## src/rtl/usb_receiver.sv

```systemverilog
// Full-speed USB packet receiver: line synchronizers, edge-locked bit clock,
// NRZI decode, bit unstuffing, SYNC/PID/CRC16 checks and delayed FIFO writes.
module usb_receiver #(
  parameter int unsigned CLKS_PER_BIT = 8
) (
  input  logic       clk,
  input  logic       n_rst,
  input  logic       d_plus,
  input  logic       d_minus,
  input  logic       full,
  output logic [7:0] rcv_data,
  output logic       w_enable,
  output logic       rcving,
  output logic       pkt_good,
  output logic       pkt_bad,
  output logic       r_error
);

  localparam int unsigned   CW           = (CLKS_PER_BIT > 1) ? $clog2(CLKS_PER_BIT) : 1;
  localparam logic [CW-1:0] SAMPLE_AT    = CW'(CLKS_PER_BIT / 2 - 1);
  localparam logic [CW-1:0] CNT_LAST     = CW'(CLKS_PER_BIT - 1);
  localparam logic [7:0]    SYNC_BYTE    = 8'h80;
  localparam logic [7:0]    PID_DATA0    = 8'hC3;
  localparam logic [7:0]    PID_DATA1    = 8'h4B;
  localparam logic [15:0]   CRC_INIT     = 16'hFFFF;
  localparam logic [15:0]   CRC_POLY     = 16'h8005;
  localparam logic [15:0]   CRC_RESIDUAL = 16'h800D;

  typedef enum logic [2:0] {IDLE, SYNC, PID, DATA, EOP, ERR} state_t;

  // synchronizer and edge-detect registers
  logic dp_s1, dp_s2, dm_s1, dm_s2, dp_d, dm_d;

  // bit clock
  logic [CW-1:0] bit_cnt;
  logic [CW-1:0] cnt_eff;
  logic          dp_edge;
  logic          strobe;

  // packet state and datapath
  state_t      state, state_nx;
  logic        prev_dp, prev_dp_nx;
  logic [2:0]  ones, ones_nx;
  logic [7:0]  shreg, shreg_nx;
  logic [2:0]  bitpos, bitpos_nx;
  logic [15:0] crc, crc_nx;
  logic [7:0]  hold0, hold0_nx;
  logic [7:0]  hold1, hold1_nx;
  logic [1:0]  hold_cnt, hold_cnt_nx;
  logic        eop_good, eop_good_nx;
  logic        err_se0, err_se0_nx;
  logic [7:0]  rcv_data_nx;
  logic        w_enable_nx, rcving_nx, pkt_good_nx, pkt_bad_nx, r_error_nx;

  // derived per-sample values
  logic        line_se0, line_j, nrzi_bit, start, pid_ok, crc_fb;
  logic [7:0]  new_byte;
  logic [15:0] crc_step;

  // two-flop synchronizers, reset to idle J, plus one more stage for edge detection
  always_ff @(posedge clk or negedge n_rst) begin
    if (!n_rst) begin
      dp_s1 <= 1'b1;
      dp_s2 <= 1'b1;
      dp_d  <= 1'b1;
      dm_s1 <= 1'b0;
      dm_s2 <= 1'b0;
      dm_d  <= 1'b0;
    end else begin
      dp_s1 <= d_plus;
      dp_s2 <= dp_s1;
      dp_d  <= dp_s2;
      dm_s1 <= d_minus;
      dm_s2 <= dm_s1;
      dm_d  <= dm_s2;
    end
  end

  // the cycle in which D+ changes counts as bit-clock phase zero
  assign dp_edge = dp_s2 ^ dp_d;
  assign cnt_eff = dp_edge ? '0 : bit_cnt;
  assign strobe  = (cnt_eff == SAMPLE_AT);

  // free-running bit-phase counter, re-aligned on every D+ transition
  always_ff @(posedge clk or negedge n_rst) begin
    if (!n_rst) begin
      bit_cnt <= '0;
    end else if (cnt_eff == CNT_LAST) begin
      bit_cnt <= '0;
    end else begin
      bit_cnt <= cnt_eff + CW'(1);
    end
  end

  // D- must have been low just before D+ fell, i.e. the bus left idle J
  assign start    = dp_d & ~dp_s2 & ~dm_d;
  assign line_se0 = (dp_s2 == dm_s2);
  assign line_j   = dp_s2 & ~dm_s2;
  assign nrzi_bit = (dp_s2 == prev_dp);
  assign new_byte = {nrzi_bit, shreg[7:1]};
  assign pid_ok   = (new_byte[3:0] == ~new_byte[7:4]) &&
                    ((new_byte == PID_DATA0) || (new_byte == PID_DATA1));
  assign crc_fb   = nrzi_bit ^ crc[15];
  assign crc_step = {crc[14:0], 1'b0} ^ (crc_fb ? CRC_POLY : '0);

  // packet FSM next-state, datapath updates and registered-output next values
  always_comb begin
    state_nx    = state;
    prev_dp_nx  = prev_dp;
    ones_nx     = ones;
    shreg_nx    = shreg;
    bitpos_nx   = bitpos;
    crc_nx      = crc;
    hold0_nx    = hold0;
    hold1_nx    = hold1;
    hold_cnt_nx = hold_cnt;
    eop_good_nx = eop_good;
    err_se0_nx  = err_se0;
    rcv_data_nx = rcv_data;
    w_enable_nx = 1'b0;
    rcving_nx   = rcving;
    pkt_good_nx = 1'b0;
    pkt_bad_nx  = 1'b0;
    r_error_nx  = r_error;

    case (state)
      IDLE: begin
        if (start) begin
          state_nx    = SYNC;
          rcving_nx   = 1'b1;
          r_error_nx  = 1'b0;
          prev_dp_nx  = 1'b1;
          ones_nx     = '0;
          bitpos_nx   = '0;
          hold_cnt_nx = '0;
          err_se0_nx  = 1'b0;
        end
      end

      SYNC, PID, DATA: begin
        if (strobe) begin
          if (line_se0) begin
            if (state == DATA) begin
              state_nx    = EOP;
              eop_good_nx = (bitpos == 3'd0) && (hold_cnt == 2'd2) && (crc == CRC_RESIDUAL);
            end else begin
              state_nx   = ERR;
              err_se0_nx = 1'b1;
              r_error_nx = 1'b1;
            end
          end else begin
            prev_dp_nx = dp_s2;
            if (ones == 3'd6) begin
              // stuffed bit: discarded, must decode as 0
              ones_nx = '0;
              if (nrzi_bit) begin
                state_nx   = ERR;
                r_error_nx = 1'b1;
              end
            end else begin
              ones_nx   = nrzi_bit ? ones + 3'd1 : '0;
              shreg_nx  = new_byte;
              bitpos_nx = bitpos + 3'd1;
              if (state == DATA) begin
                crc_nx = crc_step;
              end
              if (bitpos == 3'd7) begin
                case (state)
                  SYNC: begin
                    if (new_byte == SYNC_BYTE) begin
                      state_nx = PID;
                    end else begin
                      state_nx   = ERR;
                      r_error_nx = 1'b1;
                    end
                  end
                  PID: begin
                    if (pid_ok) begin
                      state_nx    = DATA;
                      crc_nx      = CRC_INIT;
                      hold_cnt_nx = '0;
                    end else begin
                      state_nx   = ERR;
                      r_error_nx = 1'b1;
                    end
                  end
                  default: begin
                    // the two newest bytes are held back so CRC bytes never reach the FIFO
                    if (hold_cnt == 2'd2) begin
                      if (full) begin
                        state_nx   = ERR;
                        r_error_nx = 1'b1;
                      end else begin
                        w_enable_nx = 1'b1;
                        rcv_data_nx = hold0;
                      end
                      hold0_nx = hold1;
                      hold1_nx = new_byte;
                    end else if (hold_cnt == 2'd1) begin
                      hold1_nx    = new_byte;
                      hold_cnt_nx = 2'd2;
                    end else begin
                      hold0_nx    = new_byte;
                      hold_cnt_nx = 2'd1;
                    end
                  end
                endcase
              end
            end
          end
        end
      end

      EOP: begin
        if (strobe && line_j) begin
          state_nx    = IDLE;
          rcving_nx   = 1'b0;
          pkt_good_nx = eop_good;
          pkt_bad_nx  = ~eop_good;
          r_error_nx  = r_error | ~eop_good;
        end
      end

      ERR: begin
        if (strobe) begin
          if (line_se0) begin
            err_se0_nx = 1'b1;
          end else if (line_j && err_se0) begin
            state_nx   = IDLE;
            rcving_nx  = 1'b0;
            pkt_bad_nx = 1'b1;
          end
        end
      end

      default: state_nx = IDLE;
    endcase
  end

  // packet state, datapath and output registers
  always_ff @(posedge clk or negedge n_rst) begin
    if (!n_rst) begin
      state    <= IDLE;
      prev_dp  <= 1'b1;
      ones     <= '0;
      shreg    <= '0;
      bitpos   <= '0;
      crc      <= CRC_INIT;
      hold0    <= '0;
      hold1    <= '0;
      hold_cnt <= '0;
      eop_good <= 1'b0;
      err_se0  <= 1'b0;
      rcv_data <= '0;
      w_enable <= 1'b0;
      rcving   <= 1'b0;
      pkt_good <= 1'b0;
      pkt_bad  <= 1'b0;
      r_error  <= 1'b0;
    end else begin
      state    <= state_nx;
      prev_dp  <= prev_dp_nx;
      ones     <= ones_nx;
      shreg    <= shreg_nx;
      bitpos   <= bitpos_nx;
      crc      <= crc_nx;
      hold0    <= hold0_nx;
      hold1    <= hold1_nx;
      hold_cnt <= hold_cnt_nx;
      eop_good <= eop_good_nx;
      err_se0  <= err_se0_nx;
      rcv_data <= rcv_data_nx;
      w_enable <= w_enable_nx;
      rcving   <= rcving_nx;
      pkt_good <= pkt_good_nx;
      pkt_bad  <= pkt_bad_nx;
      r_error  <= r_error_nx;
    end
  end

endmodule

```

## config.mk

```make
export PLATFORM = sky130hd
export DESIGN_NAME = usb_receiver
export DESIGN_NICKNAME = d
export VERILOG_FILES = /design/src/rtl/usb_receiver.sv
export SDC_FILE = /design/constraint.sdc
export NUM_CORES = 1
export LEC_CHECK = 0
export ABC_CLOCK_PERIOD_IN_PS = 2600
export CAP_MARGIN = 10
export CORE_MARGIN = 10
export CORE_UTILIZATION = 54
export CTS_CLUSTER_DIAMETER = 30
export DETAILED_ROUTE_END_ITERATION = 10
export PLACE_DENSITY = 0.76
export SLEW_MARGIN = 25
export SYNTH_ARGS = -nofsm -noshare
export SYNTH_HDL_FRONTEND = slang
export SYNTH_SLANG_ARGS = --single-unit
```

## constraint.sdc

```tcl
create_clock -name clk -period 2.6 [get_ports clk]
set_input_delay 0.78 -clock clk [delete_from_list [all_inputs] [get_ports clk]]
set_output_delay 0.78 -clock clk [all_outputs]
set_load 0.005 [all_outputs]
```

==> results of run 1 <==
## routing by layer
| layer | global-route usage (%) | vias up | part of all wire [%] | wire length (um) |
|---|---|---|---|---|
| li1 | - | 1166 | - | - |
| met1 | 18.0 | 1163 | 47 | 3060 |
| met2 | 20.6 | 30 | 48 | 3110 |
| met3 | 4.08 | 8 | 3.9 | 256 |
| met4 | 4.84 | 0 | 1.2 | 78 |
| met5 | 0 | - | 0 | 0 |
## through the flow
step | cell area, um^2 | hold slack, ps | setup WS (ps) | std cells | util (%)
floorplan | 3600 | 331 | 23.9 | 314 | -
global placement | 3920 | 331 | 92.5 | 410 | 61.1
detailed placement | 3920 | 352 | 14.1 | 410 | 61.1
CTS | 4140 | 365 | 9.36 | 426 | 64.4
global route | 4200 | 371 | 13.2 | 427 | 65.3
finish | 4200 | 363 | 103 | 427 | 65.3
## final cells by class
| cell class | instances | area (um^2) |
|---|---|---|
| Fill cell | 502 | 2230 |
| Timing Repair Buffer | 34 | 324 |
| Inverter | 12 | 45.0 |
| Sequential cell | 75 | 1900 |
| Tap cell | 77 | 96.3 |
| Clock buffer | 9 | 124 |
| Multi-Input combinational cell | 213 | 1610 |
| Clock inverter | 7 | 92.6 |
## sequential cells by signal (all words and copies together) (netlist names), 7 cells and up
name      count
crc          16
hold1         8
rcv_data      8
hold0         8
shreg         7
## worst register-to-register path, cell delays in order, from the launching register on
cell	delay (ps)
dfstp_2	540
inv_1	60
ha_4	270
and2_1	160
ha_4	140
ha_4	130
and2_4	140
nand4_1	140
nor3b_2	280
buf_4	200
mux2_2	340
## final timing paths
kind	depth (start not counted)	slack (ps)	endpoint	from
min in group clk	0	360	dp_s2	dp_s1
worst min register to register	0	360	dp_s2	dp_s1
worst max register to register	10	100	rcv_data[0]	dp_s2
worst min-delay path	1	360	pkt_bad	n_rst
max in group asynchronous	2	1610	crc[11]	n_rst
worst max-delay path	10	100	rcv_data[0]	dp_s2
## layout by cell type, fill, tap and decap left out, types with 4 or more instances in the layout
cell,count
dfstp_2,20
mux2_2,24
clkbuf_8,9
nor2_1,21
inv_1,12
nand2_1,36
inv_8,4
mux2i_1,22
xnor2_1,5
nand4_1,6
a21oi_1,14
nor3_1,6
ha_1,9
o21ai_0,10
buf_4,15
nor4_1,4
dfrtp_1,55
clkdlybuf4s50_1,16
## timing repair
action	in CTS	in global routing
gates resized for setup	0	10
buffers inserted	0	0
setup endpoints to repair	0	22
## power breakdown
part	internal (W)	switching, W	total, W
clock network	0.000475	0.000487	0.000962
registers	0.00128	0.000157	0.00144
logic	0.000375	0.000369	0.000744
## logic make-up after synthesis
group                    Yosys count
flip-flops                        75
XOR/XNOR                           6
multiplexers                      47
buffers and inverters             26
AND/OR/NAND/NOR                  103
adder cells (fa/ha/maj)           13
AO/OA/AOI/OAI                     44
==> impl_metrics.csv, run 1 <==
group,metric,value,unit
run_status,outcome,"complete, no violations",
synth,synth_cell_types,54,
timing,slew_headroom,64.6,%
placement,routabilityCongestion,0.846,
routing,wire_per_inst,15.2,um
power_and_ir_drop,powerDensity,750,nW/um^2
synth,synthMuxAreaShare,14.1,%
routing,ant_nets,0,
cts,clk_pin_slew,90,ps
cts,cts_inserted_buffers,9,
synth,syn_avg_cell_area,11.5,um^2
setup_path,path_buf_inv,2,
timing,fin_crit_sh,96.0,%
setup_path,critical_path_class,"reg -> reg",
synth,synth_top_family_by_area,"simple AND/OR/NAND/NOR gates",
timing,worstMarginPinSlew,531,ps
synth,yosysTopAreaCell,"dfrtp_1",
synth,synth_compound_area_share,8.42,%
routing,routed_wl,6510,um
timing,setup_viol,0,
synth,synth-warning-count,0,
placement,port_buffers,17,
timing,grt_setup_unrepaired,"false",
timing,max_freq,401,MHz
setup_path,path_cells,"inv_1, ha_4, and2_1, ha_4, ha_4, and2_4, nand4_1, nor3b_2, buf_4, mux2_2",
cts,cts.htree.levels,3,
synth,synth_most_common_cell,"dfrtp_1",
synth,synth_top_flop_cell,"dfrtp_1",
floorplan,rows,29,
synth,synth_top_cell_area_share,38.3,%
setup_path,slowest_stage,"dfstp_2",
routing,vias_per_cell,5.54,
setup_path,slowest_delay,540,ps
global_route,grt_pass1_wl,11300,um
finish,diodes,0,
global_route,grt_antenna_before_repair,0,
power_and_ir_drop,leakagePower,2.05,nW
synth,synth-seq-cells,75,
setup_path,crit_top_cell,"ha_4",
worst_hold_path,hp-class,"in -> async",
synth,ys_top_cells_by_area,"dfrtp_1 38%, dfstp_2 15%, mux2_2 7.5%, mux2i_1 6.1%, ha_1 4.2%",
cts,cts_hold_buffers,0,
timing,clock_skew,9.96,ps
synth,synth_edf_count,0,
floorplan,die_w,102,um
timing,finalSetupTns,0,ps
setup_path,end_kind,"flip-flop",
cts,tritoncts,"yes",
placement,dp_hpwl,4520,um
synth,synthesis.nets,331,
timing,drv_slew,0,
setup_path,crit_path_max_fanout,5,
finish,area_delta_synth_final,16.6,%
synth,synth_area,3600,um^2
routing,drtIter0Drc,87,
synth,yosysSeqAreaShare,52.9,%
cts,clock_path_buffers,2,
global_route,grt_max_degree,42,
routing,num_vias,2367,
floorplan,core,6420,um^2
setup_path,critPathLaunchType,"flip-flop",
global_route,grtUsageTotal,13.6,%
floorplan,dieArea,10300,um^2
synth,netlist_instances,314,
cts,cts-root-buf,"clkbuf_8",
cts,clk_latency,350,ps
setup_path,worstPathRequired,2850,ps
synth,synth_fa_ha_area_share,4.45,%
cts,cts_sinks,75,
timing,hold_violations,0,
synth,synthArstFlopShare,100,%
global_route,grt_overflow,0,
power_and_ir_drop,ir_worst_vdd,0.000497,V
finish,nets,362,
timing,fin_crit,2500,ps
setup_path,cp_top_family,"simple AND/OR/NAND/NOR gates",
synth,synthTopCellsByCount,"55 x dfrtp_1, 36 x nand2_1, 24 x mux2_2, 22 x mux2i_1, 21 x nor2_1",
power_and_ir_drop,power,0.00315,W
synth,synthSimpleGateAreaFrac,14.7,%
floorplan,start_util,56.0,%
routing,dr.pass1.iters,4,
routing,drc,0,
finish,layout-drive-gt1-share,28.0,%
floorplan,die_y,102,um
setup_path,crit_arrival,2740,ps
global_route,grt_pass1_vias,2383,
run,maxCapViolations,0,
floorplan,num_io_pins,18,
synth,synthXorXnorAreaFrac,1.84,%
Note: power is estimated with default switching activity, not from simulation.
==> run 2, diff against run 1 <==
--- a/config.mk
+++ b/config.mk
@@ -9,7 +9,6 @@
 export CAP_MARGIN = 10
 export CORE_MARGIN = 10
 export CORE_UTILIZATION = 54
-export CTS_CLUSTER_DIAMETER = 30
 export DETAILED_ROUTE_END_ITERATION = 10
 export PLACE_DENSITY = 0.76
 export SLEW_MARGIN = 25
==> results of run 2 <==
The final DEF is identical to that of run 1; final timing and power are the same.
